<file path="src/rtl/pdp8_uart_rx_pkg.sv">
// rtl/pdp8_uart_rx_pkg.sv - shared receiver state encodings and frame defaults
package pdp8_uart_rx_pkg;

  localparam int OVERSAMPLE_DEF = 16;
  localparam int DATA_BITS_DEF  = 8;

  typedef enum logic [2:0] {
    ST_IDLE  = 3'd0,
    ST_START = 3'd1,
    ST_DATA  = 3'd2,
    ST_STOP  = 3'd3,
    ST_BREAK = 3'd4
  } rx_state_t;

endpackage

</file>
<file path="src/rtl/pdp8_uart_rx_sync2.sv">
// rtl/pdp8_uart_rx_sync2.sv - two-flop synchronizer with configurable reset value
module pdp8_uart_rx_sync2 #(
  parameter logic RESET_VAL = 1'b1
) (
  input  logic clk,
  input  logic reset_n,
  input  logic i_d,
  output logic o_q
);

  logic r_meta;
  logic r_sync;

  always_ff @(posedge clk or negedge reset_n) begin
    if (!reset_n) begin
      r_meta <= RESET_VAL;
      r_sync <= RESET_VAL;
    end else begin
      r_meta <= i_d;
      r_sync <= r_meta;
    end
  end

  assign o_q = r_sync;

endmodule

</file>
<file path="src/rtl/pdp8_uart_rx.sv">
// rtl/pdp8_uart_rx.sv - 8N1 console receiver with single-byte holding register
module pdp8_uart_rx
  import pdp8_uart_rx_pkg::*;
#(
  parameter int OVERSAMPLE = OVERSAMPLE_DEF,
  parameter int DATA_BITS  = DATA_BITS_DEF
) (
  input  logic                 clk,
  input  logic                 reset_n,
  input  logic                 baud_tick,
  input  logic                 rxd,
  output logic [DATA_BITS-1:0] rx_data,
  output logic                 rx_valid,
  input  logic                 rx_ack,
  output logic                 rx_busy,
  output logic                 framing_err,
  output logic                 overrun
);

  localparam int TW = $clog2(OVERSAMPLE);
  localparam int BW = $clog2(DATA_BITS + 1);
  localparam logic [TW-1:0] HALF_M1  = TW'(OVERSAMPLE / 2 - 1);
  localparam logic [TW-1:0] FULL_M1  = TW'(OVERSAMPLE - 1);
  localparam logic [BW-1:0] LAST_BIT = BW'(DATA_BITS - 1);

  rx_state_t            r_state;
  logic [TW-1:0]        r_tcnt;
  logic [BW-1:0]        r_bidx;
  logic [DATA_BITS-1:0] r_shreg;
  logic [DATA_BITS-1:0] r_data;
  logic                 r_valid;
  logic                 r_fe;
  logic                 r_ov;
  logic                 w_rxs;
  logic                 w_stop_pt;
  logic                 w_load;
  logic                 w_ferr;

  pdp8_uart_rx_sync2 #(.RESET_VAL(1'b1)) u_sync (
    .clk     (clk),
    .reset_n (reset_n),
    .i_d     (rxd),
    .o_q     (w_rxs)
  );

  assign w_stop_pt = baud_tick && (r_state == ST_STOP) && (r_tcnt == FULL_M1);
  assign w_load    = w_stop_pt && w_rxs;
  assign w_ferr    = w_stop_pt && !w_rxs;

  always_ff @(posedge clk or negedge reset_n) begin
    if (!reset_n) begin
      r_state <= ST_IDLE;
      r_tcnt  <= '0;
      r_bidx  <= '0;
      r_shreg <= '0;
      r_data  <= '0;
      r_valid <= 1'b0;
      r_fe    <= 1'b0;
      r_ov    <= 1'b0;
    end else begin
      if (baud_tick) begin
        case (r_state)
          ST_IDLE: begin
            if (!w_rxs) begin
              r_state <= ST_START;
              r_tcnt  <= '0;
            end
          end
          // r_tcnt holds (ticks since phase start) - 1, so compares are one short
          ST_START: begin
            if (r_tcnt == HALF_M1) begin
              r_tcnt <= '0;
              if (w_rxs) begin
                r_state <= ST_IDLE;
              end else begin
                r_state <= ST_DATA;
                r_bidx  <= '0;
              end
            end else begin
              r_tcnt <= r_tcnt + 1'b1;
            end
          end
          ST_DATA: begin
            if (r_tcnt == FULL_M1) begin
              r_tcnt  <= '0;
              r_shreg <= {w_rxs, r_shreg[DATA_BITS-1:1]};
              if (r_bidx == LAST_BIT) begin
                r_state <= ST_STOP;
              end else begin
                r_bidx <= r_bidx + 1'b1;
              end
            end else begin
              r_tcnt <= r_tcnt + 1'b1;
            end
          end
          ST_STOP: begin
            if (r_tcnt == FULL_M1) begin
              r_tcnt  <= '0;
              r_state <= w_rxs ? ST_IDLE : ST_BREAK;
            end else begin
              r_tcnt <= r_tcnt + 1'b1;
            end
          end
          ST_BREAK: begin
            if (w_rxs) begin
              r_state <= ST_IDLE;
            end
          end
          default: r_state <= ST_IDLE;
        endcase
      end

      // a load always wins over an ack arriving in the same cycle
      if (w_load) begin
        r_data  <= r_shreg;
        r_valid <= 1'b1;
        if (rx_ack) begin
          r_ov <= 1'b0;
          r_fe <= 1'b0;
        end else if (r_valid) begin
          r_ov <= 1'b1;
        end
      end else begin
        if (rx_ack) begin
          r_valid <= 1'b0;
          r_fe    <= 1'b0;
          r_ov    <= 1'b0;
        end
        if (w_ferr) begin
          r_fe <= 1'b1;
        end
      end
    end
  end

  assign rx_data     = r_data;
  assign rx_valid    = r_valid;
  assign rx_busy     = (r_state != ST_IDLE);
  assign framing_err = r_fe;
  assign overrun     = r_ov;

endmodule

</file>
<file path="config.mk">
export PLATFORM = sky130hd
export DESIGN_NAME = pdp8_uart_rx
export DESIGN_NICKNAME = d
export VERILOG_FILES = /design/src/rtl/pdp8_uart_rx_pkg.sv /design/src/rtl/pdp8_uart_rx_sync2.sv /design/src/rtl/pdp8_uart_rx.sv
export SDC_FILE = /design/constraint.sdc
export NUM_CORES = 1
export LEC_CHECK = 0
export BUFFER_PORTS_ARGS = -buffer_cell sky130_fd_sc_hd__buf_2
export CORE_MARGIN = 2
export CORE_UTILIZATION = 51
export DETAILED_ROUTE_END_ITERATION = 10
export PLACE_DENSITY_LB_ADDON = 0.2
export SYNTH_ARGS = -nofsm -noshare
export SYNTH_HDL_FRONTEND = slang
export SYNTH_SLANG_ARGS = --single-unit
</file>
<file path="constraint.sdc">
create_clock -name clk -period 1.6 [get_ports clk]
set_input_delay 0.08 -clock clk [delete_from_list [all_inputs] [get_ports clk]]
set_output_delay 0.08 -clock clk [all_outputs]
set_load 0.01 [all_outputs]
</file>
==> metrics, run 1 <==
vias 1,086; outcome finished, violations left; worst vdd ir 932 µV; final instance area 1920 µm²; Ports 17; Synth Register Bits 32; share of cells above drive strength 1 45.0%; Hold Path Stages 4; total power 2.33 mW; leading area contributor after synthesis dfrtp_1; Tmin final 1620 ps; number of synthesized flops with an enable pin 0; Reg2Reg Setup Slack -20 ps; Buffers on Ports 16; root buf cell clkbuf_4; gp weighted congestion 0.841; H-tree Lvls 2; Inserted Diodes 0; pre-CTS setup slack -120 ps; largest net degree at the start of global routing 33; # DRC 0; core box area 2780 µm²; Comb power frac 36.2%; Final WS setup -22.0 ps; Area after DPL 1770 µm²; PD cells 1210 nW/µm²; synthesis-to-layout area growth 27.5%; Net Count, Synth 133; Hold WS 218 ps; Synth cell types 45; r2r worst-path depth 4; sw frac 33.5%; failing checks setup timing; # rows 19; Synth Area in Compound Gates 11.9%; P_sw 0.780 mW; share of the synthesized area in the top cell type 49.9%; grt total ovfl 0; die area 3400 µm²; Post-Synth XOR/XNOR Area 0.582%; commonest cells after routing, fill and taps aside dfrtp_1 (30), buf_4 (18), buf_2 (16), mux2_2 (14); Reg power frac 44.6%; Leakage 0.950 nW; top cells by area, synth dfrtp_1 (50%), mux2_2 (11%), dfstp_2 (3.5%), o21ai_0 (2.3%), nor2_1 (2.0%); Avg Inst Size Synth 11.9 µm²; DRT Pass-1 Iters 4; Adder-Cell Fraction of Synth Area 1.66%; post-synthesis mux area share 14.3%; simple-gate area share of the yosys netlist 14.5%; drt via density 5.43; most common flop cell mapped by yosys dfrtp_1; Global Route Usage Sum 19.5%; relative slew slack 53.5%; worst path arrival time 1840 ps; YS warnings 0; Seq/Total Area, Yosys 53.4%; Final Hold Fails 0; drt wl/cell 14.6 µm; Pins Over Slew Limit 0; starting density of the core 54.1%; worst slew pin tran 698 ps; critical path required time 1820 ps; clock buffer depth 2; cts bufs inserted 5; hold path startpoint baud_tick; Fmax 0.617 GHz; RSZ-0062 raised after global routing true; Post-Syn Area 1510 µm²; final setup vio count 1; Worst setup EP type flop; launching point of the worst reg2reg path r_state[0]; crit-path max FO 4; Worst Skew 7.92 ps; die height 58.3 µm; initial antenna violation count 0; DRT antenna net count 0; Pint 1.55 mW; MaxCap Viol Count 0; startpoint type of the worst setup path flop; die width 58.3 µm; share of power burned in the clock network 19.2%; HPWL after DPL 2080 µm; Worst R2R End r_bidx[0]; initial detailed-routing violation count 21; DRT Wirelength 2930 µm; first-pass GRT wire length 4880 µm; asr flop ratio synth 100%; commonest non-fill, non-tap cell in the layout dfrtp_1; CTS tree done; WS Path Type reg2reg; clock sink total 32; worst-skew pair later-pin latency 330 ps; vias in the first global route 1,080; largest family of logic cells by synthesized area simple AND/OR/NAND/NOR gates; Final nets 175; Worst Hold End r_state[0]; Syn Inst Count 126; worst hold path class in2reg; part of the cycle the worst path needs 101%; Reg clk slew, reported paths 110 ps
-- state kept, by name, summed over array words and instances (netlist names) --
name,cells
framing_err,1
r_state,3
r_bidx,4
r_tcnt,4
rx_data,8
r_shreg,8
u_sync.r_meta,1
overrun,1
u_sync.o_q,1
rx_valid,1
-- cell families after synthesis --
kind of cell / after synthesis
XOR/XNOR: 1
AO/OA/AOI/OAI: 25
buffers and inverters: 12
multiplexers: 19
flip-flops: 32
AND/OR/NAND/NOR: 35
adder cells (fa/ha/maj): 2
-- critical path, cell delays in order, from the launching register on --
cell	delay, ps
dfrtp_1	420
or3b_4	400
nor4b_4	290
o21ai_2	100
mux2_4	300
-- layout make-up --
cell class / instances / area (µm²)
clock inverters: 3 / 18.8
well taps: 31 / 38.8
inverters: 7 / 26.3
repair buffers: 40 / 288
clock buffers: 5 / 37.5
flip-flops and latches: 32 / 803
fillers: 211 / 862
multi-input cells: 82 / 707
-- worst max path at each step --
stage,start,to,cells after the start
2_1_floorplan,r_state[2],r_bidx[0],5
6_report,r_state[0],r_bidx[0],4
3_3_place_gp,r_state[1],r_state[0],6
5_1_grt,r_state[0],r_bidx[0],4
4_1_cts,r_state[0],r_bidx[0],4
3_5_place_dp,r_state[1],r_state[0],6
-- metal layers --
metal / vias to the layer above / wire length [µm] / GRT usage [%]
li1: 544 / - / -
met1: 521 / 1360 / 24.6
met2: 14 / 1430 / 31.0
met3: 7 / 77 / 4.62
met4: 0 / 63 / 10.6
met5: - / 0 / 0
-- power by group through the flow --
| stage | registers, mW | logic, mW | clock network [mW] |
|---|---|---|---|
| 3_3_place_gp | 1.04 | 0.719 | 0 |
| 5_1_grt | 1.05 | 0.923 | 0.505 |
| 2_1_floorplan | 1.04 | 0.461 | 0 |
| 6_report | 1.04 | 0.843 | 0.447 |
| 3_5_place_dp | 1.05 | 0.748 | 0 |
| 4_1_cts | 1.04 | 0.792 | 0.459 |
-- synthesized netlist by cell type (2+ instances only) --
cell	count
dfstp_2	2
a21oi_1	3
nand3b_1	3
inv_1	7
o21ai_0	7
nor2_1	8
and2_1	2
buf_2	2
ha_1	2
nand3_1	4
mux2_2	15
clkbuf_1	2
nand2_1	3
a21o_1	2
o21ai_1	2
nor3_1	3
mux2i_1	2
dfrtp_1	30
-- stage by stage --
stage	TNS (ps)	utilization (%)	cells
2_1_floorplan	-184	-	126
3_3_place_gp	-23.4	63.8	188
6_report	-22.0	69.0	200
3_5_place_dp	-140	63.8	188
4_1_cts	-22.7	67.5	199
5_1_grt	-600	69.0	200
-- what timing repair did --
action / CTS / global route
buffers inserted: 0 / 1
endpoints found under the hold margin: 34 / 0
endpoints found under the setup margin: 5 / 24
cloned: 0 / 0
hold buffers: 3 / 0
pin swaps: 0 / 3
resized for setup: 3 / 9
No activity file was read; power rests on OpenSTA's default activity.
==> run 2, diff against run 1 <==
Settings changed: CORE_UTILIZATION 51 to 60, SKIP_CTS_REPAIR_TIMING set to 1.
Clock period 1.6 ns to 1.9 ns, I/O delays scaled along.
==> run 2 against run 1 <==
  * The flow now finishes without violations
  * Sequential share of layout area grew 4.4 points
  * Sequential cell count unchanged
  * Global-route usage increased by 3.4 points
  * Core utilization is 2.4 points higher
  * First-iteration DRC count fell by 33%
  * Critical endpoint unchanged
  * Cell count down 8.5%
==> metrics, run 2 (synthesis gave the netlist of run 1 again) <==
outcome complete, no violations; Worst setup EP type flop; CTS tree done; vias in the first global route 976; Fmax 0.552 GHz; initial detailed-routing violation count 14; die height 54.1 µm; starting density of the core 61.9%; final setup vio count 0; Final nets 159; worst slew pin tran 686 ps; gp weighted congestion 0.852; cts bufs inserted 5; root buf cell clkbuf_4; drt wl/cell 15.7 µm; Global Route Usage Sum 22.9%; Buffers on Ports 16; Worst Skew 8.15 ps; die area 2930 µm²; Reg clk slew, reported paths 100 ps; crit-path max FO 7; WS Path Type reg2reg; worst-skew pair later-pin latency 330 ps; Ports 17; Final Hold Fails 0; # rows 18; clock sink total 32; worst hold path class in2reg; # DRC 0; Reg2Reg Setup Slack 90 ps; pre-CTS setup slack 126 ps; initial antenna violation count 0; largest net degree at the start of global routing 33; Util after Layout 71.5%; commonest cells after routing, fill and taps aside dfrtp_1 (30), buf_2 (16), mux2_2 (15), nor2_1 (8); Final WS setup 87.6 ps; critical path required time 2120 ps; DRT antenna net count 0; Tmin final 1810 ps; first-pass GRT wire length 4660 µm; RSZ-0062 raised after global routing false; relative slew slack 54.3%; share of cells above drive strength 1 32.7%; synthesis-to-layout area growth 15.5%; worst path arrival time 2030 ps; drt via density 5.89; MaxCap Viol Count 0; startpoint type of the worst setup path flop; Leakage 0.857 nW; H-tree Lvls 2; commonest non-fill, non-tap cell in the layout dfrtp_1; part of the cycle the worst path needs 95.4%; Inserted Diodes 0; core box area 2430 µm²; PD cells 1080 nW/µm²; HPWL after DPL 1900 µm; DRT Pass-1 Iters 4; clock buffer depth 2; vias 1,078; DRT Wirelength 2880 µm; Pins Over Slew Limit 0; Setup TNS 0 ps; worst vdd ir 700 µV; die width 54.1 µm; grt total ovfl 0
==> run 2: cell count changes in the layout (fill, tap and decap cells not counted), sizes merged <==
cell	delta
bufinv	+1
clkbuf	+1
clkinv	-2
buf	-16
==> run 2: area by class of cell <==
type                            count  area (µm²)
Sequential cell                    32         803
Fill cell                         180         694
Multi-Input combinational cell     82         647
Timing Repair Buffer               24         148
Clock buffer                        6        41.3
Tap cell                           30        37.5
Clock inverter                      2        35.0
Inverter                            7        26.3
==> run 2: worst max-delay path, stage by stage, from the launching register on <==
cell and delay (ps):
dfrtp_1 500, or3b_1 440, nor4b_4 310, o21ai_2 130, mux2_4 320
==> run 2: power breakdown <==
group	internal, mW	switching (mW)
registers	0.781	0.126
logic	0.230	0.237
clock network	0.276	0.230
==> run 2: path summary, 6_finish.rpt <==
check | from | endpoint | cells past startpoint
worst max-delay path | r_state[1] | r_bidx[0] | 4
worst min-delay path | baud_tick | r_state[0] | 3
worst max register to register | r_state[1] | r_bidx[0] | 4
worst min register to register | u_sync.r_meta | u_sync.o_q | 0
max in group asynchronous | reset_n | r_shreg[4] | 2
min in group asynchronous | reset_n | r_bidx[3] | 2
==> run 2: metal layers <==
layer / global-route usage, % / up-vias / wire (µm)
met5: 0 / - / 0
met4: 6.25 / 0 / 46
met3: 7.50 / 6 / 132
met2: 36.2 / 34 / 1400
met1: 30.2 / 533 / 1300
li1: - / 505 / -
==> run 2: metrics by stage <==
step	power (mW)	hold slack (ps)	std cells	area (µm²)
3_3_place_gp	1.34	166	172	1630
3_5_place_dp	1.36	172	172	1630
4_1_cts	1.88	-190	180	1710
6_report	1.88	125	183	1740
5_1_grt	2.00	109	183	1740
2_1_floorplan	1.24	-201	126	1510
